$ cat src/rtl/mux_sel_pkg.sv
// mux_sel_pkg: shared state type and sizing for the mux select scanner
package mux_sel_pkg;
  localparam int NUM_CH = 8;
  localparam int SEL_W = 3;
  typedef enum logic {IDLE, HOLD} state_t;
endpackage

$ cat src/rtl/rr_prio_pick.sv
// rr_prio_pick: first set request at or above start, wrapping around 8 channels
module rr_prio_pick
  import mux_sel_pkg::*;
(
  input  logic [NUM_CH-1:0] req,
  input  logic [SEL_W-1:0]  start,
  output logic              found,
  output logic [SEL_W-1:0]  idx
);
  logic [SEL_W-1:0] w_c;
  always_comb begin
    found = 1'b0;
    idx = start;
    w_c = start;
    for (int k = NUM_CH - 1; k >= 0; k--) begin
      w_c = start + SEL_W'(k);
      if (req[w_c]) begin
        found = 1'b1;
        idx = w_c;
      end
    end
  end
endmodule

$ cat src/rtl/mux_sel_scanner.sv
// mux_sel_scanner: round-robin dwell scanner driving the select lines of an 8:1 mux
module mux_sel_scanner #(
  parameter int DWELL_W = 4,
  parameter int NUM_CH = 8
) (
  input  logic               clk,
  input  logic               rst_n,
  input  logic               en,
  input  logic [7:0]         req,
  input  logic [DWELL_W-1:0] dwell,
  output logic               s2,
  output logic               s1,
  output logic               s0,
  output logic               sel_valid,
  output logic               done
);
  import mux_sel_pkg::*;
  state_t             r_state;
  logic [DWELL_W-1:0] r_cnt;
  logic [SEL_W-1:0]   r_last;
  logic [SEL_W-1:0]   r_sel;
  logic               r_valid;
  logic [SEL_W-1:0]   w_start;
  logic               w_found;
  logic [SEL_W-1:0]   w_idx;
  logic               w_last_cyc;
  // at the end of a hold, last_ptr becomes the current channel, so search past it directly
  assign w_start = (r_state == HOLD) ? r_sel + 1'b1 : r_last + 1'b1;
  assign w_last_cyc = (r_state == HOLD) && (r_cnt == '0);
  assign done = w_last_cyc && en;
  assign {s2, s1, s0} = r_sel;
  assign sel_valid = r_valid;
  rr_prio_pick u_pick (
    .req   (req),
    .start (w_start),
    .found (w_found),
    .idx   (w_idx)
  );
  always_ff @(posedge clk or negedge rst_n) begin
    if (!rst_n) begin
      r_state <= IDLE;
      r_cnt   <= '0;
      r_last  <= SEL_W'(NUM_CH - 1);
      r_sel   <= '0;
      r_valid <= 1'b0;
    end else if (r_state == IDLE) begin
      if (en && w_found) begin
        r_sel   <= w_idx;
        r_cnt   <= dwell;
        r_valid <= 1'b1;
        r_state <= HOLD;
      end
    end else if (!en) begin
      r_last  <= r_sel;
      r_valid <= 1'b0;
      r_state <= IDLE;
    end else if (!w_last_cyc) begin
      r_cnt <= r_cnt - 1'b1;
    end else begin
      r_last <= r_sel;
      if (w_found) begin
        r_sel <= w_idx;
        r_cnt <= dwell;
      end else begin
        r_valid <= 1'b0;
        r_state <= IDLE;
      end
    end
  end
endmodule

$ cat config.mk
export PLATFORM = sky130hd
export DESIGN_NAME = mux_sel_scanner
export DESIGN_NICKNAME = d
export VERILOG_FILES = /design/src/rtl/mux_sel_pkg.sv /design/src/rtl/rr_prio_pick.sv /design/src/rtl/mux_sel_scanner.sv
export SDC_FILE = /design/constraint.sdc
export NUM_CORES = 1
export LEC_CHECK = 0
export ABC_CLOCK_PERIOD_IN_PS = 5000
export CAP_MARGIN = 10
export CORE_ASPECT_RATIO = 1.4
export CORE_MARGIN = 2
export CORE_UTILIZATION = 49
export DETAILED_ROUTE_END_ITERATION = 12
export GPL_TIMING_DRIVEN = 0
export PLACE_DENSITY = 0.72
export SETUP_SLACK_MARGIN = 0.15
export SYNTH_ARGS = -nofsm -noshare
export SYNTH_HDL_FRONTEND = slang
export SYNTH_HIERARCHICAL = 1
export SYNTH_SLANG_ARGS = --single-unit
$ cat constraint.sdc
create_clock -name clk -period 5 [get_ports clk]
set_clock_uncertainty 0.2 [all_clocks]
set_input_delay 0.75 -clock clk [delete_from_list [all_inputs] [get_ports clk]]
set_output_delay 0.75 -clock clk [all_outputs]
set_load 0.01 [all_outputs]
==> summary by stage <==
Global route
The initial antenna violation count is 0. The total congestion overflow after global routing is 0. The maximum number of pins on one net before global-route repair is 13.

The via count of the first global-routing pass is 1416. Global routing used a little under a quarter of the available tracks. The first global-routing pass estimated ~6200 um of wire.

STA
The fmax is 217 MHz. The total count of hold-check failures in the final report is 0. Measured against its own limit, the worst slew margin works out to ~48%. Setup violations remaining at the end of the flow were counted as 0. The max-slew violation count is 0.

Setup total negative slack on the finished layout was measured at 0 ps. At the pin with the least slew margin, the transition time is around 770 ps. The clock period minus final worst setup slack is 4610 ps.

The final critical path takes up just over 90% of the cycle. Setup repair after global routing left no endpoint under its margin.

Clocking
No sink is reached through more buffers than the 2 on the longest clock path. The CTS buffer count is 3. TritonCTS built the clock tree. The count of H-tree levels built during CTS is 1. The total number of clock tree sinks is 12. The count of instances resized after the clock tree is built is 0. The quantity of hold-fixing buffers added after cts is 0. The clock transition time at the flip-flop clock pins of the worst setup and hold paths is 50 ps. Once the clock tree was built, the setup fixing pass inserted 0 buffers.

The clock insertion delay at the later pin of the skew report is 250 ps. The root buffer cell is sky130_fd_sc_hd__clkbuf_8.

Yosys
Synthesis produced a netlist with a net count of about 180. Sorting the synthesized cells by how often they occur yields sky130_fd_sc_hd__mux2i_1 (13), sky130_fd_sc_hd__mux2_2 (11), sky130_fd_sc_hd__dfrtp_1 (9). The number of warnings printed during yosys synthesis is 6. The number of distinct library cells after synthesis is 48.

The most common flop cell mapped by yosys is sky130_fd_sc_hd__dfrtp_1. The proportion of synthesized chip area in sequential cells is approximately 20%. The most instantiated library cell after synthesis is sky130_fd_sc_hd__mux2i_1. The async set-or-reset flop fraction in the synthesized netlist is 100%.

The synthesized design devotes to its leading area cell type 14.9% of total area. The netlist area before placement is ~0.0015 sq mm. The cell taking the most area after synthesis is sky130_fd_sc_hd__dfrtp_1. Each instance of the synthesized netlist takes up on average ~9.5 sq um.

Synthesis inferred 12 register bits. The synthesized instance count is approximately 160. By area the synthesized netlist is led by sky130_fd_sc_hd__dfrtp_1 (15%), sky130_fd_sc_hd__mux4_2 (10%), sky130_fd_sc_hd__mux2i_1 (8.6%), sky130_fd_sc_hd__mux2_2 (8.2%), sky130_fd_sc_hd__dfstp_2 (5.2%). The number of synthesized flops with an enable pin is 0.

Drt
The detailed router put a total of 1380 um of wire on met1. The number of violations reported at the end of detailed-routing iteration 0 is 12. The post-route DRC violation count is 0. The post-route antenna net violation count is 0. Summed over all nets, wire length on met3 after detailed routing comes to roughly 100 um. The total wire length is 3690 um. Dividing the detail-routed wire length by the instance count gives about 17 um. In the detailed route, the total length drawn on met2 is ~2000 um.

The via density per instance is approximately 6.4. The highest routed metal layer is met4. The first detailed-routing pass took 4 iterations. The via count is 1388.

Cells and area
The layout has around 260 filler cells. Compared with the post-synthesis result, the final layout area differs by 19.8%. The fraction of final layout cells sized beyond drive strength 1 is a little under a quarter. The repair_antennas step left the layout with diodes totalling 0.

Registers take 304 sq um. The final layout contains slightly above 200 nets. The multi-input combinational cells in the finished layout cover a total of about 0.0011 sq mm.

Critical path
Data arrives at the worst endpoint at between 4000 and 5000 ps. The slowest stage of the critical path is the sky130_fd_sc_hd__or4_1 cell. Of all nets on the critical path, the largest fanout is 10. The critical path endpoint category is a flip-flop. The type of the worst setup path is flip-flop to flip-flop. On the worst path, the slowest cell contributes a delay of around 520 ps.

The required time of the critical path is between 4000 and 5000 ps. STA classifies the critical path startpoint as a flip-flop. Walking the worst path, the cells encountered are buf_2 > mux2i_2 > inv_1 > ha_1 > buf_2 > clkbuf_4 > inv_2 > ha_1 > mux4_2 > mux2_4 > or4_1 > o31a_1 > mux2_4.

Job
Max-cap violations in this run came to 0.

Die
The floorplan step set the die width to approximately 51 um. In this run the count of I/O pins placed on the die edge is 20. The die extent in y is 69.6 um.

For this configuration, the core starts out at a cell density of 51.9%. The core region is 0.00291 sq mm. The placement row count is 23. The die area is about 0.0035 sq mm.

Run status
The run finished with clean final reports.

Min path
The tightest min-delay check is of the flip-flop to flip-flop type.

Placed design
The final weighted congestion in routability-driven placement is about 0.93. Detailed placement finished with a half-perimeter wire length of between 2000 and 3000 um. Port buffering added 19 buffers.
-- placed cells by master, fill, tap and decap left out, drive strengths merged, types with 2 or more instances in the layout --
master,count
nor2b,2
dfstp,3
and2,3
o21a,3
clkdlybuf4s50,19
clkbuf,8
ha,5
o2bb2ai,2
mux2,15
o21ai,7
o211ai,3
nand2b,2
o31ai,2
a211oi,3
buf,6
mux2i,14
nand3,3
and3,3
xnor2,5
nor4,2
nand2,9
o31a,3
inv,9
dfrtp,9
mux4,7
nor2,8
a31oi,3
a21oi,8
a221oi,2
-- layout make-up --
class                      instances  area share, %
multi-input combinational        127           61.7
sequential                        12           16.8
buffer                            10           3.40
timing repair buffer              19           10.5
clock buffer                       4           3.05
inverter                           9           1.87
tap                               37           2.56
-- cell families after synthesis --
| family | Yosys count | synth area share [%] |
|---|---|---|
| compound gates | 45 | 20.9 |
| xor+xnor | 5 | 2.90 |
| fa+ha+maj | 5 | 4.15 |
| buf+inv | 19 | 6.14 |
| flops | 12 | 20.2 |
| mux | 36 | 32.8 |
| simple gates | 36 | 12.9 |
-- stage by stage --
step | setup WS, ps | util (%) | cells | area [sq um] | hold slack [ps]
CTS | 310 | 61.9 | 218 | 1800 | 375
global route | 192 | 62.1 | 218 | 1810 | 410
floorplan | 842 | - | 158 | 1510 | 254
detailed placement | 321 | 60.0 | 214 | 1740 | 359
finish | 393 | 62.1 | 218 | 1810 | 369
global placement | 413 | 60.0 | 214 | 1740 | 334
-- final timing paths --
check                               start         to  slack, ps  cells after the start
worst max-delay path              r_state   r_sel[1]        390                     13
worst min-delay path            sel_valid  sel_valid        370                      2
worst max register to register    r_state   r_sel[1]        390                     13
worst min register to register  sel_valid  sel_valid        370                      2
max in group asynchronous           rst_n  r_last[0]       3580                      1
min in group asynchronous           rst_n   r_sel[2]        660                      1
-- layer usage --
metal | vias up | global-route usage [%]
met3 | 15 | 1.72
met5 | - | 0
li1 | 651 | -
met4 | 0 | 13.2
met2 | 33 | 43.4
met1 | 689 | 22.3
-- state kept, by name (all words and copies together) (netlist names) --
name	count
sel_valid	1
r_state	1
r_last	3
r_cnt	4
r_sel	3
-- critical path, delay by kind of cell (launching register included) --
| family | cells | cell delay (ps) |
|---|---|---|
| adder cells (fa/ha/maj) | 2 | 740 |
| multiplexers | 4 | 1330 |
| buffers and inverters | 5 | 930 |
| flip-flops | 1 | 450 |
| AO/OA/AOI/OAI | 1 | 300 |
| AND/OR/NAND/NOR | 1 | 520 |
Power is not shown: default switching activity piles up to over one toggle a cycle in this logic, so the estimate is an artifact.
